`config.mk`:
```
export PLATFORM = sky130hd
export DESIGN_NAME = wb_mem_unit
export DESIGN_NICKNAME = d
export VERILOG_FILES = /design/src/rtl/wb_mem_unit.sv
export SDC_FILE = /design/constraint.sdc
export NUM_CORES = 1
export LEC_CHECK = 0
export BUFFER_PORTS_ARGS = -buffer_cell sky130_fd_sc_hd__buf_4
export CORE_ASPECT_RATIO = 1.1
export CORE_MARGIN = 3
export CORE_UTILIZATION = 45
export DETAILED_ROUTE_END_ITERATION = 7
export PLACE_DENSITY = 0.78
export SLEW_MARGIN = 20
export SYNTH_ARGS = -nofsm -noshare
export SYNTH_HDL_FRONTEND = slang
export SYNTH_SLANG_ARGS = --single-unit
```
`constraint.sdc`:
```
create_clock -name clk -period 4 [get_ports clk]
set_input_delay 0.2 -clock clk [delete_from_list [all_inputs] [get_ports clk]]
set_output_delay 0.2 -clock clk [all_outputs]
set_load 0.02 [all_outputs]
```
`src/rtl/wb_mem_unit.sv`:
```
// rtl/wb_mem_unit.sv - multi-channel pipelined Wishbone memory master
module wb_mem_unit #(
    parameter int N_CH    = 2,
    parameter int ADDR_W  = 32,
    parameter int ARB_RR  = 0,
    parameter int TIMEOUT = 255
) (
    input  logic                   clk,
    input  logic                   reset,
    input  logic [N_CH-1:0]        i_req,
    input  logic [N_CH-1:0]        i_we,
    input  logic [N_CH*ADDR_W-1:0] i_addr,
    input  logic [N_CH*32-1:0]     i_wdata,
    input  logic [N_CH*2-1:0]      i_width,
    input  logic [N_CH-1:0]        i_signed,
    output logic [31:0]            o_rdata,
    output logic [N_CH-1:0]        o_done,
    output logic [N_CH-1:0]        o_fault,
    output logic [1:0]             o_fault_code,
    output logic                   o_busy,
    output logic [ADDR_W-1:0]      o_wb_addr,
    output logic [31:0]            o_wb_data,
    input  logic [31:0]            i_wb_data,
    output logic                   o_wb_we,
    output logic [3:0]             o_wb_sel,
    output logic                   o_wb_cyc,
    output logic                   o_wb_stb,
    input  logic                   i_wb_ack,
    input  logic                   i_wb_stl,
    input  logic                   i_wb_err
);
    localparam int CH_W  = (N_CH > 1) ? $clog2(N_CH) : 1;
    localparam int CNT_W = (TIMEOUT > 0) ? $clog2(TIMEOUT + 1) : 1;
    localparam logic [CNT_W-1:0] CNT_LAST = CNT_W'((TIMEOUT > 0) ? TIMEOUT - 1 : 0);

    typedef enum logic [2:0] {S_IDLE, S_REQ, S_WAIT_ACK, S_DONE, S_FAULT} state_t;

    state_t            state;
    logic [CH_W-1:0]   rr_ptr;
    logic [CH_W-1:0]   cur_ch;
    logic [1:0]        cur_width;
    logic              cur_signed;
    logic [1:0]        cur_lane;
    logic [CNT_W-1:0]  to_cnt;

    logic              gnt_valid;
    logic [CH_W-1:0]   gnt_ch;
    logic              sel_we;
    logic              sel_signed;
    logic [ADDR_W-1:0] sel_addr;
    logic [31:0]       sel_wdata;
    logic [1:0]        sel_width;
    logic              misaligned;
    logic [3:0]        lane_sel;
    logic [31:0]       lane_data;
    logic [31:0]       rd_shift;
    logic [31:0]       rd_ext;
    logic              bus_live;

    // Search order is rotated by rr_ptr in round-robin mode, identity otherwise.
    always_comb begin
        gnt_valid  = 1'b0;
        gnt_ch     = '0;
        sel_we     = 1'b0;
        sel_signed = 1'b0;
        sel_addr   = '0;
        sel_wdata  = '0;
        sel_width  = 2'b00;
        for (int i = 0; i < N_CH; i++) begin
            for (int j = 0; j < N_CH; j++) begin
                if (!gnt_valid && i_req[j] &&
                    ((ARB_RR == 0) ? (j == i) : (((int'(rr_ptr) + i) % N_CH) == j))) begin
                    gnt_valid  = 1'b1;
                    gnt_ch     = CH_W'(j);
                    sel_we     = i_we[j];
                    sel_signed = i_signed[j];
                    sel_addr   = i_addr[j*ADDR_W +: ADDR_W];
                    sel_wdata  = i_wdata[j*32 +: 32];
                    sel_width  = i_width[j*2 +: 2];
                end
            end
        end
    end

    always_comb begin
        misaligned = (sel_width == 2'b10) ||
                     (sel_width == 2'b01 && sel_addr[0]) ||
                     (sel_width == 2'b11 && sel_addr[1:0] != 2'b00);
        case (sel_width)
            2'b00:   begin lane_sel = 4'b0001 << sel_addr[1:0]; lane_data = {4{sel_wdata[7:0]}};  end
            2'b01:   begin lane_sel = 4'b0011 << sel_addr[1:0]; lane_data = {2{sel_wdata[15:0]}}; end
            default: begin lane_sel = 4'b1111;                  lane_data = sel_wdata;            end
        endcase
    end

    always_comb begin
        rd_shift = i_wb_data >> {cur_lane, 3'b000};
        case (cur_width)
            2'b00:   rd_ext = {{24{cur_signed & rd_shift[7]}},  rd_shift[7:0]};
            2'b01:   rd_ext = {{16{cur_signed & rd_shift[15]}}, rd_shift[15:0]};
            default: rd_ext = rd_shift;
        endcase
    end

    // A stalled strobe is not yet accepted, so ack/err only count once the slave has taken it.
    assign bus_live = (state == S_WAIT_ACK) || !i_wb_stl;

    always_ff @(posedge clk) begin
        if (!reset) begin
            state        <= S_IDLE;
            rr_ptr       <= '0;
            cur_ch       <= '0;
            cur_width    <= 2'b00;
            cur_signed   <= 1'b0;
            cur_lane     <= 2'b00;
            to_cnt       <= '0;
            o_rdata      <= '0;
            o_done       <= '0;
            o_fault      <= '0;
            o_fault_code <= 2'b00;
            o_busy       <= 1'b0;
            o_wb_addr    <= '0;
            o_wb_data    <= '0;
            o_wb_we      <= 1'b0;
            o_wb_sel     <= 4'b0000;
            o_wb_cyc     <= 1'b0;
            o_wb_stb     <= 1'b0;
        end else begin
            o_done       <= '0;
            o_fault      <= '0;
            o_fault_code <= 2'b00;
            case (state)
                S_IDLE: begin
                    if (gnt_valid) begin
                        cur_ch     <= gnt_ch;
                        rr_ptr     <= (gnt_ch == CH_W'(N_CH - 1)) ? '0 : gnt_ch + 1'b1;
                        cur_width  <= sel_width;
                        cur_signed <= sel_signed;
                        cur_lane   <= sel_addr[1:0];
                        to_cnt     <= '0;
                        o_wb_we    <= sel_we;
                        o_wb_addr  <= {sel_addr[ADDR_W-1:2], 2'b00};
                        o_wb_sel   <= lane_sel;
                        o_wb_data  <= lane_data;
                        o_busy     <= 1'b1;
                        if (misaligned) begin
                            state        <= S_FAULT;
                            o_fault      <= N_CH'(1) << gnt_ch;
                            o_fault_code <= 2'b01;
                        end else begin
                            state    <= S_REQ;
                            o_wb_cyc <= 1'b1;
                            o_wb_stb <= 1'b1;
                        end
                    end
                end
                S_REQ, S_WAIT_ACK: begin
                    if (bus_live && i_wb_err) begin
                        state        <= S_FAULT;
                        o_fault      <= N_CH'(1) << cur_ch;
                        o_fault_code <= 2'b10;
                        o_wb_cyc     <= 1'b0;
                        o_wb_stb     <= 1'b0;
                    end else if (bus_live && i_wb_ack) begin
                        state    <= S_DONE;
                        o_done   <= N_CH'(1) << cur_ch;
                        o_wb_cyc <= 1'b0;
                        o_wb_stb <= 1'b0;
                        if (!o_wb_we) o_rdata <= rd_ext;
                    end else if (TIMEOUT > 0 && to_cnt == CNT_LAST) begin
                        state        <= S_FAULT;
                        o_fault      <= N_CH'(1) << cur_ch;
                        o_fault_code <= 2'b11;
                        o_wb_cyc     <= 1'b0;
                        o_wb_stb     <= 1'b0;
                    end else begin
                        to_cnt <= to_cnt + 1'b1;
                        if (state == S_REQ && !i_wb_stl) begin
                            state    <= S_WAIT_ACK;
                            o_wb_stb <= 1'b0;
                        end
                    end
                end
                S_DONE, S_FAULT: begin
                    state  <= S_IDLE;
                    o_busy <= 1'b0;
                end
                default: state <= S_IDLE;
            endcase
        end
    end
endmodule
```
==> results.toml, run 1 <==
[floorplan]
initial_core_util_pct = 46.9
core_sq_um = 12800
io_pins = 285
dieWidth_microns = 116
rows = 43
dieHeight_microns = 127
die-area_sq_um = 14800

[timing]
max_freq_mhz = 387
layout_setup_ws_ns = 1.42
hold_viol_final = 0
period_needed_ns = 2.58
fin_skew_ns = 0.00799
worst_pin_slew_ns = 1.02
tns_ns = 0
post-route-period-util_pct = 64.6
setup_viol = 0
drv_slew = 0
rsz0062_at_grt = "no"
timing.slew.headroom_pct = 32.0
hold_slack_ns = 0.0535

[cells_and_area]
drive_gt1_share_pct = 35.1
nFillCells = 1079
fin_nets = 1153
fin_area_sq_um = 8760
syn_to_final_growth_pct = 46.0
diodes = 0

[power_and_ir_drop]
peakVddDrop_mv = 0.329
p_per_area_nw_per_um2 = 491
p_total_mw = 4.31
power.leakage_nw = 3.77
cellInternalPower_mw = 2.91
p_comb_share_pct = 27.7
p_clk_share_pct = 37.4
swShare_pct = 32.4
p_sw_mw = 1.39
seqPwrFrac_pct = 35.0

[setup_path]
crit_chain = "mux4_2 > nand3_1 > and2_1 > o31a_4 > a21oi_1"
setup.worst_path.start_class = "flop"
slowest_delay_ns = 0.96
arrival_ns = 2.88
crit_path_max_fanout = 26
crit_required_ns = 4.29
crit_slowest_cell = "dfxtp_1"
path_delay_family = "flip-flops"
critPathBufInv = 0
crit_type = "flop to flop"
endpoint_kind = "flop"

[grt]
antenna_found_initial = 0
grt_max_degree = 65
grt_pass1_vias = 6176
grt_usage_pct = 28.0
overflow = 0
grt_pass1_wl_mm = 32.5

[logic_synthesis]
synth_enable_flop_cells = 0
synthCells = 731
synthTopCellsByCount = "dfxtp_1, nand2_1, nor2_1"
syn_avg_cell_area_sq_um = 8.21
yosysSeqAreaShare_pct = 41.7
async_flop_share_pct = 0
synth_ff_type = "dfxtp_1"
yosys.area.top_type = "dfxtp_1"
syn_area_sq_um = 6000
yosysWarnings = 0
ys_types = 55
ys_top_cells_by_area = "dfxtp_1, a221oi_1, nand2_1"
synth_most_common_cell = "dfxtp_1"
synth_top_area_share_pct = 41.7
ys_ff_latch = 125

[clock_tree]
htree_num_levels = 4
clk_latency_ns = 0.42
clock-root-buffer = "clkbuf_16"
cts_buffer_depth = 2
clock-sinks = 125
cts_setup_buffers = 0
cts_tree = "done"
cts.reportedPaths.clkPinSlew_ns = 0.06
cts_buffers = 17

[detailed_routing]
wirelength_mm = 21.2
firstDrtPassIters = 5
routed-via-count = 6499
drt_iter0_drc = 552
ant_nets = 0
drc = 0
avgViaCountPerCell = 5.67
routedWlPerCell_microns = 18.5

[outcome]
status = "completed"

[placement]
gp_congestion = 0.957
post-place-ws_ns = 1.48
place_area_sq_um = 8090
port-buffer-count = 282
dpl.hpwl_mm = 15.6

[run]
cap_violations = 0

[min_path]
hp-class = "primary input to flop"
cells by family (layout without fill, tap and decap cells):
logic type | after synthesis | in the layout | synth area share (%)
other | 1 | 2 | 0.0625
and+or+nand+nor | 239 | 239 | 17.5
adders and majority gates | 2 | 2 | 0.417
AOI/OAI and AO/OA | 248 | 248 | 28.1
xor gates and xnor gates | 6 | 6 | 0.876
buffers and inverters | 77 | 334 | 5.53
DFF | 125 | 125 | 41.7
muxes | 33 | 33 | 5.88
power groups by stage:
stage / sequential, mW / clock (mW) / combinational, mW
2_1_floorplan: 1.64 / 0 / 0.568
3_3_place_gp: 1.52 / 0 / 1.18
3_5_place_dp: 1.53 / 0 / 1.18
4_1_cts: 1.50 / 1.61 / 1.19
5_1_grt: 1.52 / 1.67 / 1.29
6_report: 1.51 / 1.61 / 1.19
metal layers:
layer / share of wire (%) / up-vias / GRT usage (%)
met4: 2.8 / 0 / 9.62
met1: 39 / 2984 / 34.5
met2: 51 / 309 / 48.0
li1: - / 3163 / -
met3: 7.7 / 43 / 6.25
met5: 0 / - / 0
placed cells by master (no fill, tap or decap), types with 14 or more instances in the layout:
cell	Yosys	routed
nor2_1	82	82
nand3_1	19	19
nor3_1	26	26
o22ai_1	14	14
o21ai_0	50	50
buf_4	3	289
a221oi_1	40	40
a21oi_1	54	54
a22oi_1	23	23
mux2i_1	24	24
clkbuf_16	0	17
a211oi_1	25	25
nand2_1	84	84
dfxtp_1	125	125
metrics by stage:
step                util, %  instances
CTS                    68.4       1146
detailed placement     63.2       1109
finish                 68.4       1146
global route           68.4       1146
floorplan                 -        732
global placement       63.2       1109
timing repair:
action	4_1_cts	5_1_grt
hold buffers	5	0
resized for setup	0	0
endpoints found under the hold margin	5	0
path summary, 6_finish.rpt:
| check | startpoint | end | slack [ns] | depth (start not counted) |
|---|---|---|---|---|
| worst max-delay path | cur_lane[1]$_SDFFE_PN0P_ | o_rdata[24]$_SDFFE_PN0P_ | 1.42 | 5 |
| worst min-delay path | i_wb_data[27] | o_rdata[27]$_SDFFE_PN0P_ | 0.05 | 3 |
| worst min register to register | o_wb_data[21]$_SDFFE_PN0P_ | o_wb_data[21]$_SDFFE_PN0P_ | 0.47 | 2 |
| worst max register to register | cur_lane[1]$_SDFFE_PN0P_ | o_rdata[24]$_SDFFE_PN0P_ | 1.42 | 5 |
layout make-up:
| class | count | area [sq um] | area share (%) |
|---|---|---|---|
| inverter | 8 | 30.0 | 0.343 |
| tap | 157 | 196 | 2.24 |
| clock inverter | 13 | 165 | 1.88 |
| timing repair buffer | 294 | 2220 | 25.3 |
| clock buffer | 19 | 453 | 5.17 |
| sequential | 125 | 2500 | 28.6 |
| multi-input combinational | 530 | 3200 | 36.5 |
sequential cells by signal (all words and copies together) (netlist names):
name and cells:
cur_lane 2, o_busy 1, o_wb_stb 1, o_wb_cyc 1
o_wb_sel 4, state 3, o_rdata 32, cur_signed 1
o_done 2, o_wb_addr 30, o_fault_code 2, cur_ch 1
o_wb_data 32, o_wb_we 1, to_cnt 8, cur_width 2
o_fault 2
worst reg2reg max path: stages, from the launching register on:
cell,delay [ns]
dfxtp_1,0.96
mux4_2,0.63
nand3_1,0.11
and2_1,0.32
o31a_4,0.33
a21oi_1,0.10
No activity file was read; power rests on OpenSTA's default activity.
==> run 2: changes to the inputs <==
==> constraint.sdc (replaced) <==
create_clock -name clk -period 2.4 [get_ports clk]
set_input_delay 0.12 -clock clk [delete_from_list [all_inputs] [get_ports clk]]
set_output_delay 0.12 -clock clk [all_outputs]
set_load 0.02 [all_outputs]
==> run 2 against run 1 <==
  * Global-route usage grew 0.79 points
  * Critical endpoint is now o_wb_addr[6]$_SDFFE_PN0P_
  * Clock skew increased by 0.0013 ns
  * Register-to-register slack got worse by 1.2 ns
  * Hold slack got worse by 0.048 ns
  * Worst setup slack got worse by 1.2 ns
  * Maximum frequency is 16% higher
==> results.toml, run 2 (same netlist as run 1, synthesis figures left out) <==
[outcome]
status = "completed"

[cells_and_area]
fin_nets = 1185
syn_to_final_growth_pct = 50.4
stdcell_count = 1178
reg_top3 = "o_rdata: 32 flops, o_wb_data: 32 flops, o_wb_addr: 30 flops"
layout_common_cells = "buf_4, dfxtp_1, nand2_1, nor2_1, a21oi_1"
diodes = 0
final_util_pct = 70.5
drive_gt1_share_pct = 35.6
final_common_cell = "buf_4"

[timing]
rsz0062_at_grt = "no"
tns_ns = 0
layout_setup_ws_ns = 0.180
hold_slack_ns = 0.00500
fin_skew_ns = 0.00933
post-route-period-util_pct = 92.5
period_needed_ns = 2.22
hold_viol_final = 0
worst_pin_slew_ns = 0.743
setup_viol = 0
max_freq_mhz = 450
timing.slew.headroom_pct = 50.4
drv_slew = 0

[detailed_routing]
ant_nets = 0
drt_iter0_drc = 571
routed-via-count = 6743
wirelength_mm = 22.1
routedWlPerCell_microns = 18.7
avgViaCountPerCell = 5.72
firstDrtPassIters = 5
drc = 0

[grt]
grt_max_degree = 42
grt_usage_pct = 28.8
grt_pass1_vias = 6435
grt_pass1_wl_mm = 33.3
overflow = 0
antenna_found_initial = 0

[clock_tree]
cts_buffer_depth = 2
htree_num_levels = 4
cts_setup_buffers = 0
clk_latency_ns = 0.41
cts_tree = "done"
clock-root-buffer = "clkbuf_16"
clock-sinks = 125
cts.reportedPaths.clkPinSlew_ns = 0.06
cts_buffers = 17

[setup_path]
crit_required_ns = 2.69
crit_path_max_fanout = 24
rr_worst_depth = 5
arrival_ns = 2.51
crit_type = "flop to flop"
endpoint_kind = "flop"
setup.worst_path.start_class = "flop"

[power_and_ir_drop]
power.leakage_nw = 3.90
peakVddDrop_mv = 0.423
p_per_area_nw_per_um2 = 788

[placement]
port-buffer-count = 282
gp_congestion = 0.900
post-place-ws_ns = 0.353
dp.cells = 1126
dpl.hpwl_mm = 16.4

[floorplan]
initial_core_util_pct = 46.9
core_sq_um = 12800
rows = 43
die-area_sq_um = 14800
io_pins = 285
dieWidth_microns = 116
dieHeight_microns = 127

[run]
cap_violations = 0

[min_path]
hp-class = "primary input to flop"
holdPathStages = 3
[run 2: cell types whose count changed in the layout (fill, tap and decap cells not counted), sizes merged]
cell / delta
dlygate4sd3: +15
clkbuf: -1
bufinv: -1
clkinvlp: +2
buf: +17
[run 2: area by class of cell]
class | count | area (sq um)
clock buffer | 18 | 429
inverter | 8 | 30.0
fill | 1061 | 3780
tap | 157 | 196
clock inverter | 14 | 146
multi-input combinational | 530 | 3200
timing repair buffer | 326 | 2520
sequential | 125 | 2500
[run 2: final timing paths]
path                                end                        from  slack (ns)
max           o_wb_addr[6]$_SDFFE_PN0P_       state[0]$_SDFFE_PN0P_        0.18
min          o_wb_addr[27]$_SDFFE_PN0P_                  i_addr[59]       0.005
max reg2reg   o_wb_addr[6]$_SDFFE_PN0P_       state[0]$_SDFFE_PN0P_        0.18
min reg2reg  o_wb_data[17]$_SDFFE_PN0P_  o_wb_data[17]$_SDFFE_PN0P_        0.46
[run 2: metrics by stage]
step / total power, mW / instance area [sq um]
CTS: 7.12 / 9020
global route: 7.41 / 9020
finish: 7.11 / 9020
floorplan: 3.68 / 6000
global placement: 4.58 / 8240
detailed placement: 4.61 / 8240
[run 2: power breakdown]
| group | leakage (nW) | total, mW | internal, mW | switching [mW] |
|---|---|---|---|---|
| registers | 1.03 | 2.49 | 2.32 | 0.176 |
| logic | 2.61 | 2.12 | 0.918 | 1.20 |
| clock network | 0.264 | 2.50 | 1.53 | 0.972 |
[run 2: critical path: stages (launching register included)]
cell and delay, ns:
dfxtp_1 0.41, nor3_2 0.45, o21ai_4 0.30, a22oi_1 0.25, o21ai_0 0.10, dlygate4sd3_1 0.59
[run 2: repair_timing]
action | 4_1_cts | 5_1_grt
hold buffers | 20 | 0
hold endpoints to repair | 18 | 0
resized for setup | 0 | 1
setup endpoints to repair | 0 | 2
[run 2: metal layers]
metal | share of wire (%) | vias up | global-route usage [%]
met5 | 0 | - | 0
met4 | 3.6 | 0 | 12.2
met3 | 7.3 | 48 | 6.40
met2 | 51 | 322 | 49.6
met1 | 38 | 3153 | 34.2
li1 | - | 3220 | -
